**src/rtl/cnna_sched_pkg.sv**
```systemverilog
// Shared types and defaults for the cnna loop-nest scheduler.
package cnna_sched_pkg;

  localparam int unsigned CNNA_C_WIDTH = 8;

  typedef enum logic [1:0] {
    ST_IDLE = 2'd0,
    ST_RUN  = 2'd1,
    ST_DONE = 2'd2
  } sched_state_e;

endpackage

```
**src/rtl/sched_wrap_cnt.sv**
```systemverilog
// One loop level: wrapping index counter with last-index flags for the carry chain.
module sched_wrap_cnt
  import cnna_sched_pkg::*;
#(
  parameter int unsigned C_WIDTH = CNNA_C_WIDTH
) (
  input  logic               i_clk,
  input  logic               i_rst_n,
  input  logic               i_clr,
  input  logic               i_inc,
  input  logic [C_WIDTH-1:0] i_bound,
  output logic [C_WIDTH-1:0] o_index,
  output logic               o_at_last_c,
  output logic               o_at_last_nxt_c
);

  logic [C_WIDTH-1:0] r_index;
  logic [C_WIDTH-1:0] w_bound_m1;
  logic [C_WIDTH-1:0] w_bound_m2;

  assign w_bound_m1 = i_bound - C_WIDTH'(1);
  assign w_bound_m2 = i_bound - C_WIDTH'(2);

  always_ff @(posedge i_clk or negedge i_rst_n) begin
    if (!i_rst_n) begin
      r_index <= '0;
    end else if (i_clr) begin
      r_index <= '0;
    end else if (i_inc) begin
      r_index <= o_at_last_c ? '0 : r_index + C_WIDTH'(1);
    end
  end

  assign o_index     = r_index;
  assign o_at_last_c = (r_index == w_bound_m1);

  // Predicts whether the index will sit on its last value after this cycle.
  assign o_at_last_nxt_c = !i_inc      ? o_at_last_c :
                           o_at_last_c ? (i_bound == C_WIDTH'(1)) :
                                         (r_index == w_bound_m2);

endmodule

```
**src/rtl/cnna_loop_sched.sv**
```systemverilog
// Three-level (ch/row/col) loop-nest scheduler issuing index beats over valid/ready.
module cnna_loop_sched
  import cnna_sched_pkg::*;
#(
  parameter int unsigned C_WIDTH = CNNA_C_WIDTH
) (
  input  logic               I_clk,
  input  logic               I_rst_n,
  input  logic               I_start,
  input  logic               I_clr,
  input  logic [C_WIDTH-1:0] I_col_upper,
  input  logic [C_WIDTH-1:0] I_row_upper,
  input  logic [C_WIDTH-1:0] I_ch_upper,
  input  logic               I_ready,
  output logic               O_busy,
  output logic               O_valid,
  output logic [C_WIDTH-1:0] O_col,
  output logic [C_WIDTH-1:0] O_row,
  output logic [C_WIDTH-1:0] O_ch,
  output logic               O_first,
  output logic               O_last,
  output logic               O_done,
  output logic               O_cfg_err
);

  sched_state_e       r_state;
  logic [C_WIDTH-1:0] r_col_bound;
  logic [C_WIDTH-1:0] r_row_bound;
  logic [C_WIDTH-1:0] r_ch_bound;
  logic               r_valid;
  logic               r_busy;
  logic               r_first;
  logic               r_last;
  logic               r_done;
  logic               r_cfg_err;

  logic w_xfer;
  logic w_row_inc;
  logic w_ch_inc;
  logic w_col_last;
  logic w_row_last;
  logic w_ch_last;
  logic w_col_last_nxt;
  logic w_row_last_nxt;
  logic w_ch_last_nxt;
  logic w_tile_end;
  logic w_bad_cfg;
  logic w_unit_cfg;

  // Carry chain: an outer level steps only when every inner level wraps.
  assign w_xfer     = r_valid & I_ready;
  assign w_row_inc  = w_xfer & w_col_last;
  assign w_ch_inc   = w_row_inc & w_row_last;
  assign w_tile_end = w_ch_inc & w_ch_last;

  assign w_bad_cfg  = (I_col_upper == '0) | (I_row_upper == '0) | (I_ch_upper == '0);
  assign w_unit_cfg = (I_col_upper == C_WIDTH'(1)) & (I_row_upper == C_WIDTH'(1)) &
                      (I_ch_upper == C_WIDTH'(1));

  sched_wrap_cnt #(.C_WIDTH(C_WIDTH)) u_col_cnt (
    .i_clk           (I_clk),
    .i_rst_n         (I_rst_n),
    .i_clr           (I_clr),
    .i_inc           (w_xfer),
    .i_bound         (r_col_bound),
    .o_index         (O_col),
    .o_at_last_c     (w_col_last),
    .o_at_last_nxt_c (w_col_last_nxt)
  );

  sched_wrap_cnt #(.C_WIDTH(C_WIDTH)) u_row_cnt (
    .i_clk           (I_clk),
    .i_rst_n         (I_rst_n),
    .i_clr           (I_clr),
    .i_inc           (w_row_inc),
    .i_bound         (r_row_bound),
    .o_index         (O_row),
    .o_at_last_c     (w_row_last),
    .o_at_last_nxt_c (w_row_last_nxt)
  );

  sched_wrap_cnt #(.C_WIDTH(C_WIDTH)) u_ch_cnt (
    .i_clk           (I_clk),
    .i_rst_n         (I_rst_n),
    .i_clr           (I_clr),
    .i_inc           (w_ch_inc),
    .i_bound         (r_ch_bound),
    .o_index         (O_ch),
    .o_at_last_c     (w_ch_last),
    .o_at_last_nxt_c (w_ch_last_nxt)
  );

  // Control FSM with registered flags; clr overrides everything but reset.
  always_ff @(posedge I_clk or negedge I_rst_n) begin
    if (!I_rst_n) begin
      r_state     <= ST_IDLE;
      r_col_bound <= '0;
      r_row_bound <= '0;
      r_ch_bound  <= '0;
      r_valid     <= 1'b0;
      r_busy      <= 1'b0;
      r_first     <= 1'b0;
      r_last      <= 1'b0;
      r_done      <= 1'b0;
      r_cfg_err   <= 1'b0;
    end else begin
      r_done    <= 1'b0;
      r_cfg_err <= 1'b0;
      if (I_clr) begin
        r_state <= ST_IDLE;
        r_valid <= 1'b0;
        r_busy  <= 1'b0;
        r_first <= 1'b0;
        r_last  <= 1'b0;
      end else begin
        case (r_state)
          ST_IDLE: begin
            if (I_start) begin
              r_col_bound <= I_col_upper;
              r_row_bound <= I_row_upper;
              r_ch_bound  <= I_ch_upper;
              if (w_bad_cfg) begin
                r_cfg_err <= 1'b1;
              end else begin
                r_state <= ST_RUN;
                r_valid <= 1'b1;
                r_busy  <= 1'b1;
                r_first <= 1'b1;
                r_last  <= w_unit_cfg;
              end
            end
          end
          ST_RUN: begin
            if (w_tile_end) begin
              r_state <= ST_DONE;
              r_valid <= 1'b0;
              r_first <= 1'b0;
              r_last  <= 1'b0;
              r_done  <= 1'b1;
            end else if (w_xfer) begin
              r_first <= 1'b0;
              r_last  <= w_col_last_nxt & w_row_last_nxt & w_ch_last_nxt;
            end
          end
          ST_DONE: begin
            r_state <= ST_IDLE;
            r_busy  <= 1'b0;
          end
          default: begin
            r_state <= ST_IDLE;
            r_valid <= 1'b0;
            r_busy  <= 1'b0;
          end
        endcase
      end
    end
  end

  assign O_busy    = r_busy;
  assign O_valid   = r_valid;
  assign O_first   = r_first;
  assign O_last    = r_last;
  assign O_done    = r_done;
  assign O_cfg_err = r_cfg_err;

endmodule

```
**config.mk**
```make
export PLATFORM = sky130hd
export DESIGN_NAME = cnna_loop_sched
export DESIGN_NICKNAME = d
export VERILOG_FILES = /design/src/rtl/cnna_sched_pkg.sv /design/src/rtl/sched_wrap_cnt.sv /design/src/rtl/cnna_loop_sched.sv
export SDC_FILE = /design/constraint.sdc
export NUM_CORES = 1
export LEC_CHECK = 0
export ABC_AREA = 1
export CAP_MARGIN = 20
export CORE_ASPECT_RATIO = 0.5
export CORE_MARGIN = 2
export CORE_UTILIZATION = 35
export CTS_BUF_LIST = sky130_fd_sc_hd__clkbuf_2 sky130_fd_sc_hd__clkbuf_4 sky130_fd_sc_hd__clkbuf_8
export DETAILED_ROUTE_END_ITERATION = 16
export PLACE_DENSITY = 0.56
export SYNTH_ARGS = -nofsm -noshare
export SYNTH_HDL_FRONTEND = slang
export SYNTH_SLANG_ARGS = --single-unit
```
**constraint.sdc**
```tcl
create_clock -name I_clk -period 2.1 [get_ports I_clk]
set_input_delay 0.315 -clock I_clk [delete_from_list [all_inputs] [get_ports I_clk]]
set_output_delay 0.315 -clock I_clk [all_outputs]
set_load 0.03 [all_outputs]
```
# ---- Yosys cells after proc, flatten, opt, wreduce, memory -nomap -nowiden
# Index checks and enable logic that the tools add are counted.
dict set report word_totals {
  ff_bits 56
  input_bits 29
  output_inout_bits 30
  word_cells 110
}
dict set report op_classes {
  n_addsub 9
  n_eq_ne 20
  n_mux 44
  bitwise_logic 11
  reduce_logical 13
}
# op count
set op_table {}
lappend op_table {{8-bit 2-to-1 mux} 9}
lappend op_table {{8-bit by 1-bit == test with 1-bit output, second input constant} 6}
lappend op_table {{8-bit == test} 6}
lappend op_table {{1-bit 2-to-1 mux} 26}
lappend op_table {{8-bit by 1-bit adder with 8-bit output, second input constant} 3}
lappend op_table {{8-bit logical NOT} 3}
lappend op_table {{8-bit by 1-bit subtractor with 8-bit output, second input constant} 3}
lappend op_table {{8-bit by 2-bit subtractor with 8-bit output, second input constant} 3}
lappend op_table {{3-bit inequality test, second input constant} 3}
lappend op_table {{3-bit AND reduction} 3}
lappend op_table {{1-bit AND} 8}
lappend op_table {{2-bit 2-to-1 mux} 4}
lappend op_table {{4-bit AND reduction} 2}
lappend op_table {{1-bit one-hot mux with 2 select lines} 3}
lappend op_table {{2-bit nonzero test} 3}
lappend op_table {{2-bit inequality test, second input constant} 2}
lappend op_table {{4-bit by 3-bit inequality test with 1-bit output, second input constant} 1}
lappend op_table {{2-bit one-hot mux with 2 select lines} 1}
lappend op_table {{1-bit one-hot mux with 3 select lines} 1}
lappend op_table {{3-bit nonzero test} 1}
lappend op_table {{2-bit by 1-bit == test with 1-bit output, second input constant} 1}
lappend op_table {{2-bit == test, second input constant} 1}
lappend op_table {{2-bit logical NOT} 1}
lappend op_table {{1-bit OR} 2}
lappend op_table {{1-bit inverter} 1}

# ---- Longest topological paths before layout
# Gate-level depths: netlist of run 1.
dict set report logic_depth {
  ltp_word 10
  ltp_mapped 18
  depth_no_buf 18
}

# ---- Hierarchy
# Synthesis of run 1 repeated with hierarchy kept, for this count alone.
dict set report hier_totals {
  cells_unflattened 759
  hier_area_um2 4698.3
}
# module instances cells_per_inst area_per_inst_um2 seq_area_each_um2
set by_module_without_submodules {}
lappend by_module_without_submodules {sched_wrap_cnt 3 190 1044.8 200.2}
lappend by_module_without_submodules {cnna_loop_sched 1 189 1564.0 800.8}

# ---- Worst setup path before layout of run 1
# Ideal clock, no wire load.
dict set report synth_timing {
  kind {flip-flop to flip-flop}
  start {register r_col_bound[1]}
  end {register u_ch_cnt.r_index[6], in the netlist u_ch_cnt.o_index[6]}
  setup_ns 0.074
  t_arrival_ns 1.912
  required_ns 2.026
  setup_slack_ns 0.114
  stages_incl_launch_ff 16
  n_path_buf 1
  synth_period_minus_slack_ns 1.986
  path_cell_list {dfrtp_1 -> inv_1 -> ha_1 -> inv_2 -> nor2_2 -> nand3_1 -> nand2_1 -> nand2_1 -> nor2_2 -> nand4_4 -> nand2_4 -> nand2_4 -> inv_4 -> buf_6 -> nand4_2 -> o21ai_2}
}
dict set report synth_between {
  elab_chain_cells 5
}
# element line_no
set synth_lines {}
lappend synth_lines {{start: declaration} cnna_loop_sched.sv:27} ;# logic [C_WIDTH-1:0] r_col_bound;
lappend synth_lines {{start signal: assignment} cnna_loop_sched.sv:119} ;# r_col_bound <= I_col_upper;
lappend synth_lines {{8-bit by 1-bit subtractor with 8-bit output} sched_wrap_cnt.sv:21} ;# assign w_bound_m1 = i_bound - C_WIDTH'(1);
lappend synth_lines {{8-bit == test} sched_wrap_cnt.sv:35} ;# assign o_at_last_c = (r_index == w_bound_m1);
lappend synth_lines {{1-bit AND} cnna_loop_sched.sv:52} ;# assign w_row_inc = w_xfer & w_col_last;
lappend synth_lines {{1-bit AND} cnna_loop_sched.sv:53} ;# assign w_ch_inc = w_row_inc & w_row_last;
lappend synth_lines {{2-bit nonzero test (no line)} --}
lappend synth_lines {{end signal: assignment} sched_wrap_cnt.sv:30} ;# r_index <= o_at_last_c ? '0 : r_index + C_WIDTH'(1);
lappend synth_lines {{end: declaration} sched_wrap_cnt.sv:17} ;# logic [C_WIDTH-1:0] r_index;
# No other way between the ends.
# A chain may end at the register's enable or synchronous reset.

# ---- Final worst setup path of run 1
dict set report layout_timing {
  start {register r_col_bound[1]}
  end {register u_ch_cnt.r_index[2], in the netlist u_ch_cnt.o_index[2]}
}
# The elaborated chain is that of the path after synthesis.

==> impl_metrics.env, run 1 <==
export IMPL_clk_pin_slew_ps=110
export IMPL_finClkSkew_ps=16.2
export IMPL_numCtsBuffers=5
export IMPL_maxCapViolCount=0
export IMPL_synth_edf_count=0
export IMPL_drcViolationCount=0
export IMPL_cpPeakStageDelay_ps=390
export IMPL_drt_pass1_iterations=5
export IMPL_reg2regPathDepth=14
export IMPL_gp_congestion=0.924
export IMPL_overflow=0
export IMPL_cts_tree="built"
export IMPL_seq_area_um2=1400
export IMPL_die_y_um=81
export IMPL_dp_cells=902
export IMPL_synth_top_area_cell="dfrtp_1"
export IMPL_worst_slack_ps=31.6
export IMPL_synth_avg_cell_area_um2=6.44
export IMPL_worstMarginPinSlew_ps=402
export IMPL_crit_top_cell="nand2_1"
export IMPL_dieArea_um2=12800
export IMPL_track_usage=0.205
export IMPL_wire_per_inst_um=14.0
export IMPL_htreeDepth=2
export IMPL_fin_nets=796
export IMPL_grt_util_met2=0.327
export IMPL_crit_path_cell_trace="inv_2 > ha_4 > inv_2 > nand2_1 > nand2_1 > nor2_2 > nand3_2 > nor2_4 > nand4_4 > nand2_4 > nand2_8 > buf_4 > nand2_1 > o21ai_0"
export IMPL_drt_wl_total_um=12900
export IMPL_relSlewSlack=0.730
export IMPL_diodes=0
export IMPL_instances_no_fill=921
export IMPL_nFillCells=1221
export IMPL_rows=28
export IMPL_ys_warn_count=0
export IMPL_synth_most_common_cell="nand2_1"
export IMPL_antenna_found_initial=0
export IMPL_max_freq_mhz=483
export IMPL_seq_area_frac_synth=0.338
export IMPL_final_cell_area_um2=5610
export IMPL_r2r_end="u_ch_cnt.o_index[2]"
export IMPL_period_minus_slack_ps=2070
export IMPL_syn_inst=644
export IMPL_synthFlopType="dfrtp_1"
export IMPL_hold_viol=0
export IMPL_r2r_slack_ps=30
export IMPL_multiInputGateArea_um2=2570
export IMPL_dr_total_vias=4440
export IMPL_period_share=0.985
export IMPL_synthDistinctLibCells=38
export IMPL_io_pins=59
export IMPL_status="finished clean"
export IMPL_syn2layout_area_growth_pct=35.3
export IMPL_worstHoldEndpoint="O_first"
export IMPL_start_util=0.355
export IMPL_ys_top_cells_by_count="nand2_1 (226), inv_1 (74), nor2_1 (73)"
export IMPL_async_flop_share=1.00
export IMPL_core_um2=11700
export IMPL_critPathRequiredTime_ps=2330
export IMPL_globalRouteMet3Util=0.0304
export IMPL_grt_max_degree=57
export IMPL_rsz0062_at_grt="true"
export IMPL_die_w_um=158
export IMPL_hold_slack_ps=486
export IMPL_start_kind="register"
export IMPL_layout_drive_gt1_share=0.171
export IMPL_top_usage_layer="met2"
export IMPL_met1_usage=0.300
export IMPL_hp_start="O_first"
export IMPL_clk_path_buf_depth=2
export IMPL_grt_pass1_vias=3986
export IMPL_setup_viol=0
export IMPL_utilization=0.480
export IMPL_avgViaCountPerCell=4.82
export IMPL_grt_pass1_wl_um=20200
export IMPL_synth_area_leaders="dfrtp_1 (34%), nand2_1 (20%), inv_1 (6.7%)"
export IMPL_syn_num_nets=684
export IMPL_critPathKind="reg2reg"
export IMPL_p_leak_uw=0.00268
export IMPL_syn_area_um2=4150
export IMPL_cts_root_buf="clkbuf_8"
export IMPL_maxSlewViolCount=0
export IMPL_synth_seq_cells=56
export IMPL_ir_worst_vdd_mv=0.343
export IMPL_cts_sinks=56
export IMPL_insertion_delay_ps=330
export IMPL_antenna_left=0
export IMPL_hold_path_class="reg2reg"
export IMPL_cp_arrival_ps=2290
export IMPL_r2r_start="r_col_bound[1]"
export IMPL_cpMaxStageDelayCell="dfrtp_1"
export IMPL_yosysTopAreaCellShare=0.338
export IMPL_place_ws_ps=-23.4
export IMPL_drtIter0Drc=337
export IMPL_hpwl_um=10200
export IMPL_port_buffers=58
export IMPL_powerDensity_nw_per_um2=820
export IMPL_path_max_fanout=8
export IMPL_crit_path_end_kind="register"
export IMPL_placedInstanceArea_um2=5230
export IMPL_holdPathStages=2
-- area by class of cell --
type                       instances  share of cell area
multi-input combinational        495               0.458
sequential                        56               0.250
timing repair buffer             111               0.179
inverter                          86              0.0602
tap                              165              0.0368
clock buffer                       6              0.0136
timing repair inverter             1             0.00156
clock inverter                     1            0.000891
-- what timing repair did --
action                                  4_1_cts  5_1_grt
hold buffers                                  1        0
pin swaps                                     0       19
resized for setup                             4       50
endpoints found under the setup margin        2       28
hold endpoints to repair                     38        0
gates cloned                                  0        1
buffers inserted                              0       10
-- how the worst max path moves through the flow --
stage / slack [ps] / endpoint / startpoint
6_report: 30 / u_ch_cnt.o_index[2] / r_col_bound[1]
5_1_grt: -150 / u_ch_cnt.o_index[7] / r_col_bound[1]
4_1_cts: 2 / u_ch_cnt.o_index[6] / r_col_bound[1]
3_5_place_dp: -20 / O_last / r_ch_bound[1]
3_3_place_gp: 10 / O_valid / r_row_bound[1]
2_1_floorplan: 110 / u_ch_cnt.o_index[6] / r_col_bound[1]
-- cell usage in the layout (no fill, tap or decap), drive strengths merged, types with 8 or more instances in the layout --
| cell type | synthesis | layout |
|---|---|---|
| nor3 | 17 | 17 |
| inv | 86 | 86 |
| nand4 | 10 | 10 |
| clkdlybuf4s50 | 0 | 57 |
| buf | 3 | 53 |
| a21oi | 8 | 8 |
| xnor2 | 10 | 10 |
| nand3 | 52 | 52 |
| nor2 | 80 | 80 |
| o21ai | 40 | 40 |
| xor2 | 13 | 13 |
| dfrtp | 56 | 56 |
| ha | 11 | 11 |
| nand2 | 230 | 230 |
-- where the power goes --
group	switching [µW]	internal, µW	leakage, µW
sequential	189	1250	0.000735
combinational	1510	1030	0.00190
clock	375	242	0.0000445
-- metal layers --
layer / wire, µm / vias up
li1: - / 2272
met3: 615 / 7
met5: 0 / -
met1: 6400 / 2069
met2: 5790 / 92
met4: 70 / 0
-- critical path: cells and delay by family, from the launching register on --
kind / cells / cell delay (ps)
AND/OR/NAND/NOR: 9 / 980
flip-flops: 1 / 390
adder cells (fa/ha/maj): 1 / 270
buffers and inverters: 3 / 250
AO/OA/AOI/OAI: 1 / 70
-- stage by stage --
stage / total power, µW / TNS [ps]
floorplan: 2940 / 0
global placement: 3690 / 0
detailed placement: 3700 / -28.3
CTS: 4340 / 0
global route: 5030 / -1390
finish: 4600 / 0
-- flip-flops by register name, indices dropped and copies added, names as in the netlist --
register,count
r_ch_bound,8
r_col_bound,8
r_row_bound,8
u_ch_cnt.o_index,8
u_col_cnt.o_index,8
u_row_cnt.o_index,8
r_state,2
O_busy,1
O_cfg_err,1
O_done,1
O_first,1
O_last,1
O_valid,1
-- kinds of logic after synthesis --
logic type	Yosys count	synth area share
simple gates	399	0.411
buf+inv	93	0.0871
compound gates	62	0.0826
flops	56	0.338
xor+xnor	23	0.0485
fa+ha+maj	11	0.0332
Note: power is estimated with default switching activity, not from simulation.
==> inputs of run 2 (changes only) <==
--- a/config.mk
+++ b/config.mk
@@ -12,7 +12,8 @@
 export CORE_UTILIZATION = 35
 export CTS_BUF_LIST = sky130_fd_sc_hd__clkbuf_2 sky130_fd_sc_hd__clkbuf_4 sky130_fd_sc_hd__clkbuf_8
 export DETAILED_ROUTE_END_ITERATION = 16
-export PLACE_DENSITY = 0.56
+export DONT_BUFFER_PORTS = 1
+export PLACE_DENSITY = 0.5
 export SYNTH_ARGS = -nofsm -noshare
 export SYNTH_HDL_FRONTEND = slang
 export SYNTH_SLANG_ARGS = --single-unit
==> run 2 against run 1 <==
Against the previous run: die area did not move; clock power rose by 10%; register-to-register slack improved by 20 ps; total power rose by 3.8%; wire length fell by 1.3%; worst setup slack improved by 25 ps; sequential cell count did not move; largest cell class unchanged; highest routed layer unchanged.
==> impl_metrics.env, run 2 (synthesis results as in run 1) <==
export IMPL_status="finished clean"
export IMPL_gp_congestion=0.894
export IMPL_crit_top_cell="inv_2"
export IMPL_critPathKind="reg2reg"
export IMPL_io_pins=59
export IMPL_rows=28
export IMPL_r2r_slack_ps=60
export IMPL_fin_nets=750
export IMPL_holdPathStages=1
export IMPL_final_cell_area_um2=5270
export IMPL_r2r_start="r_row_bound[1]"
export IMPL_r2r_end="u_ch_cnt.o_index[5]"
export IMPL_dp_cells=862
export IMPL_maxSlewViolCount=0
export IMPL_numCtsBuffers=5
export IMPL_path_delay_family="simple AND/OR/NAND/NOR gates"
export IMPL_p_leak_uw=0.00257
export IMPL_drt_wl_total_um=12700
export IMPL_hold_viol=0
export IMPL_antenna_left=0
export IMPL_drtIter0Drc=232
export IMPL_crit_path_end_kind="register"
export IMPL_cpMaxStageDelayCell="dfrtp_1"
export IMPL_grt_pass1_vias=3916
export IMPL_drt_pass1_iterations=4
export IMPL_placedInstanceArea_um2=4790
export IMPL_cts_root_buf="clkbuf_8"
export IMPL_cp_num_buf_inv=3
export IMPL_crit_path_cell_trace="inv_2 > ha_4 > xnor2_2 > nor2_1 > nand2_1 > nor2_2 > nand2_2 > nor2_4 > inv_2 > nand2_4 > nand2_8 > buf_12 > o21a_1"
export IMPL_period_share=0.973
export IMPL_reg2regPathDepth=13
export IMPL_path_max_fanout=6
export IMPL_cp_arrival_ps=2270
export IMPL_relSlewSlack=0.663
export IMPL_grt_pass1_wl_um=20100
export IMPL_start_kind="register"
export IMPL_antenna_found_initial=0
export IMPL_drcViolationCount=0
export IMPL_overflow=0
export IMPL_max_freq_mhz=489
export IMPL_hpwl_um=9830
export IMPL_worstMarginPinSlew_ps=501
export IMPL_clk_pin_slew_ps=110
export IMPL_clk_path_buf_depth=2
export IMPL_mostFrequentLayoutCells="nand2_1 (209), inv_1 (61), nor2_1 (61), buf_4 (60), dfrtp_1 (56)"
export IMPL_critPathRequiredTime_ps=2330
export IMPL_maxCapViolCount=0
export IMPL_htreeDepth=2
export IMPL_diodes=0
export IMPL_port_buffers=0
export IMPL_powerDensity_nw_per_um2=907
export IMPL_insertion_delay_ps=330
export IMPL_ir_worst_vdd_mv=0.448
export IMPL_layout_commonest_cell="nand2_1"
export IMPL_wire_per_inst_um=14.5
export IMPL_seq_area_um2=1400
export IMPL_cts_tree="built"
export IMPL_start_util=0.355
export IMPL_instances_no_fill=876
export IMPL_hp_start="I_clr"
export IMPL_grt_max_degree=57
export IMPL_dr_total_vias=4223
export IMPL_cts_sinks=56
export IMPL_layout_drive_gt1_share=0.235
export IMPL_cpPeakStageDelay_ps=380
export IMPL_avgViaCountPerCell=4.82
export IMPL_rsz0062_at_grt="true"
export IMPL_hold_path_class="in2reg"
export IMPL_dieArea_um2=12800
export IMPL_multiInputGateArea_um2=2690
export IMPL_setup_viol=0
export IMPL_finClkSkew_ps=10.3
export IMPL_core_um2=11700
export IMPL_die_y_um=81
export IMPL_track_usage=0.203
export IMPL_nFillCells=1238
export IMPL_syn2layout_area_growth_pct=27.0
export IMPL_period_minus_slack_ps=2040
export IMPL_die_w_um=158
export IMPL_worstHoldEndpoint="u_row_cnt.o_index[7]"
==> run 2: cell count changes in the layout (fill, tap and decap cells not counted), sizes merged <==
| cell | change |
|---|---|
| clkinvlp | +2 |
| clkinv | -2 |
| buf | +12 |
| clkdlybuf4s50 | -57 |
==> run 2: repair_timing <==
action                                  4_1_cts  5_1_grt
hold buffers                                  2        0
buffers inserted                              0        4
hold endpoints to repair                     56        0
resized for setup                             4       85
endpoints found under the setup margin        5       28
pin swaps                                     0       25
==> run 2: cell type report <==
| class | count | share of cell area |
|---|---|---|
| multi-input combinational | 495 | 0.511 |
| sequential | 56 | 0.266 |
| timing repair buffer | 66 | 0.103 |
| inverter | 86 | 0.0631 |
| tap | 165 | 0.0392 |
| clock buffer | 6 | 0.0157 |
| clock inverter | 2 | 0.00285 |
==> run 2: per-stage QoR <==
stage          hold WS (ps)  power (µW)  utilization  setup WS, ps  setup TNS [ps]
2_1_floorplan          19.4        2940            -           114               0
6_report               69.9        4780        0.450          56.3               0
4_1_cts                64.2        4350        0.422          17.1               0
3_5_place_dp           22.6        3610        0.409         -42.3           -42.3
3_3_place_gp           22.2        3610        0.409          28.1               0
5_1_grt                48.3        5200        0.450         -54.7            -214
==> run 2: worst max path at each step <==
stage,slack [ps],start,cells after the start,to
2_1_floorplan,110,r_col_bound[1],15,u_ch_cnt.o_index[6]
3_3_place_gp,30,r_col_bound[1],16,O_last
3_5_place_dp,-40,r_ch_bound[1],17,O_last
4_1_cts,20,r_col_bound[1],14,u_ch_cnt.o_index[0]
5_1_grt,-50,r_row_bound[1],14,u_ch_cnt.o_index[5]
6_report,60,r_row_bound[1],13,u_ch_cnt.o_index[5]
==> run 2: report_power, final <==
group | internal (µW) | leakage, µW | switching [µW]
clock | 269 | 0.0000434 | 409
sequential | 1250 | 0.000735 | 215
combinational | 1050 | 0.00179 | 1580
total | 2570 | 0.00257 | 2210
==> run 2: per-layer routing <==
metal  vias up  routed length (µm)  GRT usage
met5         -                   0          0
met1      1963                6270      0.284
met4         0                  83     0.0387
met2        77                5790      0.328
met3         9                 558     0.0395
li1       2174                   -          -
==> inputs of run 3 (changes only) <==
--- a/config.mk
+++ b/config.mk
@@ -13,7 +13,9 @@
 export CTS_BUF_LIST = sky130_fd_sc_hd__clkbuf_2 sky130_fd_sc_hd__clkbuf_4 sky130_fd_sc_hd__clkbuf_8
 export DETAILED_ROUTE_END_ITERATION = 16
 export DONT_BUFFER_PORTS = 1
+export MAX_ROUTING_LAYER = met4
 export PLACE_DENSITY = 0.5
+export SLEW_MARGIN = 0
 export SYNTH_ARGS = -nofsm -noshare
 export SYNTH_HDL_FRONTEND = slang
 export SYNTH_SLANG_ARGS = --single-unit
==> run 3 against run 2 <==
Against the previous run: wire length grew 0.42%; sequential cell count did not move; critical path depth stayed put; total power grew 0.30%; largest power group unchanged; critical endpoint unchanged.
==> impl_metrics.env, run 3 (synthesis results as in run 1) <==
export IMPL_htreeDepth=2
export IMPL_port_buffers=0
export IMPL_powerDensity_nw_per_um2=913
export IMPL_drt_wl_total_um=12800
export IMPL_period_minus_slack_ps=2020
export IMPL_antenna_left=0
export IMPL_dr_total_vias=4237
export IMPL_clk_pin_slew_ps=110
export IMPL_relSlewSlack=0.665
export IMPL_avgViaCountPerCell=4.83
export IMPL_r2r_start="r_row_bound[0]"
export IMPL_start_util=0.355
export IMPL_core_um2=11700
export IMPL_drtIter0Drc=258
export IMPL_multiInputGateArea_um2=2650
export IMPL_critPathKind="reg2reg"
export IMPL_crit_path_end_kind="register"
export IMPL_critPathRequiredTime_ps=2330
export IMPL_hold_path_class="in2reg"
export IMPL_cts_root_buf="clkbuf_8"
export IMPL_worstHoldEndpoint="u_row_cnt.o_index[7]"
export IMPL_r2r_end="u_ch_cnt.o_index[5]"
export IMPL_gp_congestion=0.892
export IMPL_rows=28
export IMPL_reg2regPathDepth=13
export IMPL_wire_per_inst_um=14.5
export IMPL_hp_start="I_clr"
export IMPL_mostFrequentLayoutCells="nand2_1 (212), inv_1 (65), buf_4 (62), nor2_1 (59), dfrtp_1 (56)"
export IMPL_grt_max_degree=57
export IMPL_ir_worst_vdd_mv=0.370
export IMPL_diodes=0
export IMPL_hold_viol=0
export IMPL_die_y_um=81
export IMPL_drcViolationCount=0
export IMPL_fin_nets=751
export IMPL_instances_no_fill=877
export IMPL_insertion_delay_ps=330
export IMPL_cts_tree="built"
export IMPL_layout_drive_gt1_share=0.223
export IMPL_hpwl_um=9910
export IMPL_io_pins=59
export IMPL_overflow=0
export IMPL_drt_pass1_iterations=5
export IMPL_rsz0062_at_grt="true"
export IMPL_antenna_found_initial=0
export IMPL_path_max_fanout=6
export IMPL_r2r_slack_ps=80
export IMPL_nFillCells=1235
export IMPL_max_freq_mhz=495
export IMPL_layout_commonest_cell="nand2_1"
export IMPL_grt_pass1_vias=3881
export IMPL_holdPathStages=1
export IMPL_grt_pass1_wl_um=19900
export IMPL_track_usage=0.208
export IMPL_cp_arrival_ps=2250
export IMPL_dp_cells=863
export IMPL_finClkSkew_ps=18.4
export IMPL_numCtsBuffers=5
export IMPL_period_share=0.962
export IMPL_syn2layout_area_growth_pct=26.5
export IMPL_maxCapViolCount=0
export IMPL_status="finished clean"
export IMPL_start_kind="register"
export IMPL_cts_sinks=56
export IMPL_die_w_um=158
export IMPL_setup_viol=0
export IMPL_seq_area_um2=1400
export IMPL_p_leak_uw=0.00259
export IMPL_dieArea_um2=12800
export IMPL_worstMarginPinSlew_ps=498
export IMPL_clk_path_buf_depth=2
export IMPL_utilization=0.449
export IMPL_maxSlewViolCount=0
## run 3: changes by cell type in the layout (fill, tap and decap cells not counted), sizes merged
cell	change
bufinv	+1
clkinvlp	-2
buf	+1
inv	+1
## run 3: critical path, stage by stage, from the launching register on
cell     delay [ps]
dfrtp_1         400
inv_2            90
ha_4            210
xnor2_2         130
nor2_2          110
nand2_1          70
nor2_2          130
nand2_2          70
nor2_4          160
inv_2            80
nand2_4          90
nand2_8          80
buf_12          140
o21a_1          180
## run 3: routing by layer
metal / track usage / vias up / routed length [µm] / share of wire
met5: - / - / 0 / 0
met4: 0.0324 / 0 / 79 / 0.0062
met3: 0.0379 / 8 / 474 / 0.037
met2: 0.329 / 68 / 5830 / 0.46
met1: 0.284 / 1983 / 6370 / 0.50
li1: - / 2178 / - / -
## run 3: worst max-delay path by stage
stage	from	to
2_1_floorplan	r_col_bound[1]	u_ch_cnt.o_index[6]
4_1_cts	r_col_bound[1]	u_ch_cnt.o_index[0]
3_5_place_dp	r_ch_bound[1]	O_last
6_report	r_row_bound[0]	u_ch_cnt.o_index[5]
3_3_place_gp	r_col_bound[1]	O_last
5_1_grt	r_col_bound[1]	O_last
## run 3: final cells by class
type,instances,area share
inverter,86,0.0629
clock inverter,2,0.00739
multi-input combinational,495,0.505
sequential,56,0.267
timing repair buffer,67,0.104
tap,165,0.0393
clock buffer,6,0.0145
## run 3: through the flow
step / total power, µW / setup TNS, ps / hold WS [ps] / area (µm²) / worst slack (ps)
global placement: 3620 / 0 / 22.2 / 4800 / 0.335
detailed placement: 3620 / -29.3 / 22.2 / 4800 / -29.3
global route: 5230 / -617 / 60.3 / 5250 / -94.6
CTS: 4450 / 0 / 54.3 / 4960 / 4.11
floorplan: 2940 / 0 / 19.4 / 4150 / 114
finish: 4790 / 0 / 73.7 / 5250 / 79.9
## run 3: timing repair
item / 4_1_cts / 5_1_grt
hold buffers: 2 / 0
buffers inserted: 0 / 4
pin swaps: 0 / 32
endpoints found under the hold margin: 56 / 0
gates resized for setup: 2 / 74
endpoints found under the setup margin: 5 / 27
## run 3: power by group
| part | switching [µW] | internal, µW |
|---|---|---|
| registers | 213 | 1250 |
| clock network | 392 | 375 |
| logic | 1530 | 1030 |
| total | 2130 | 2660 |
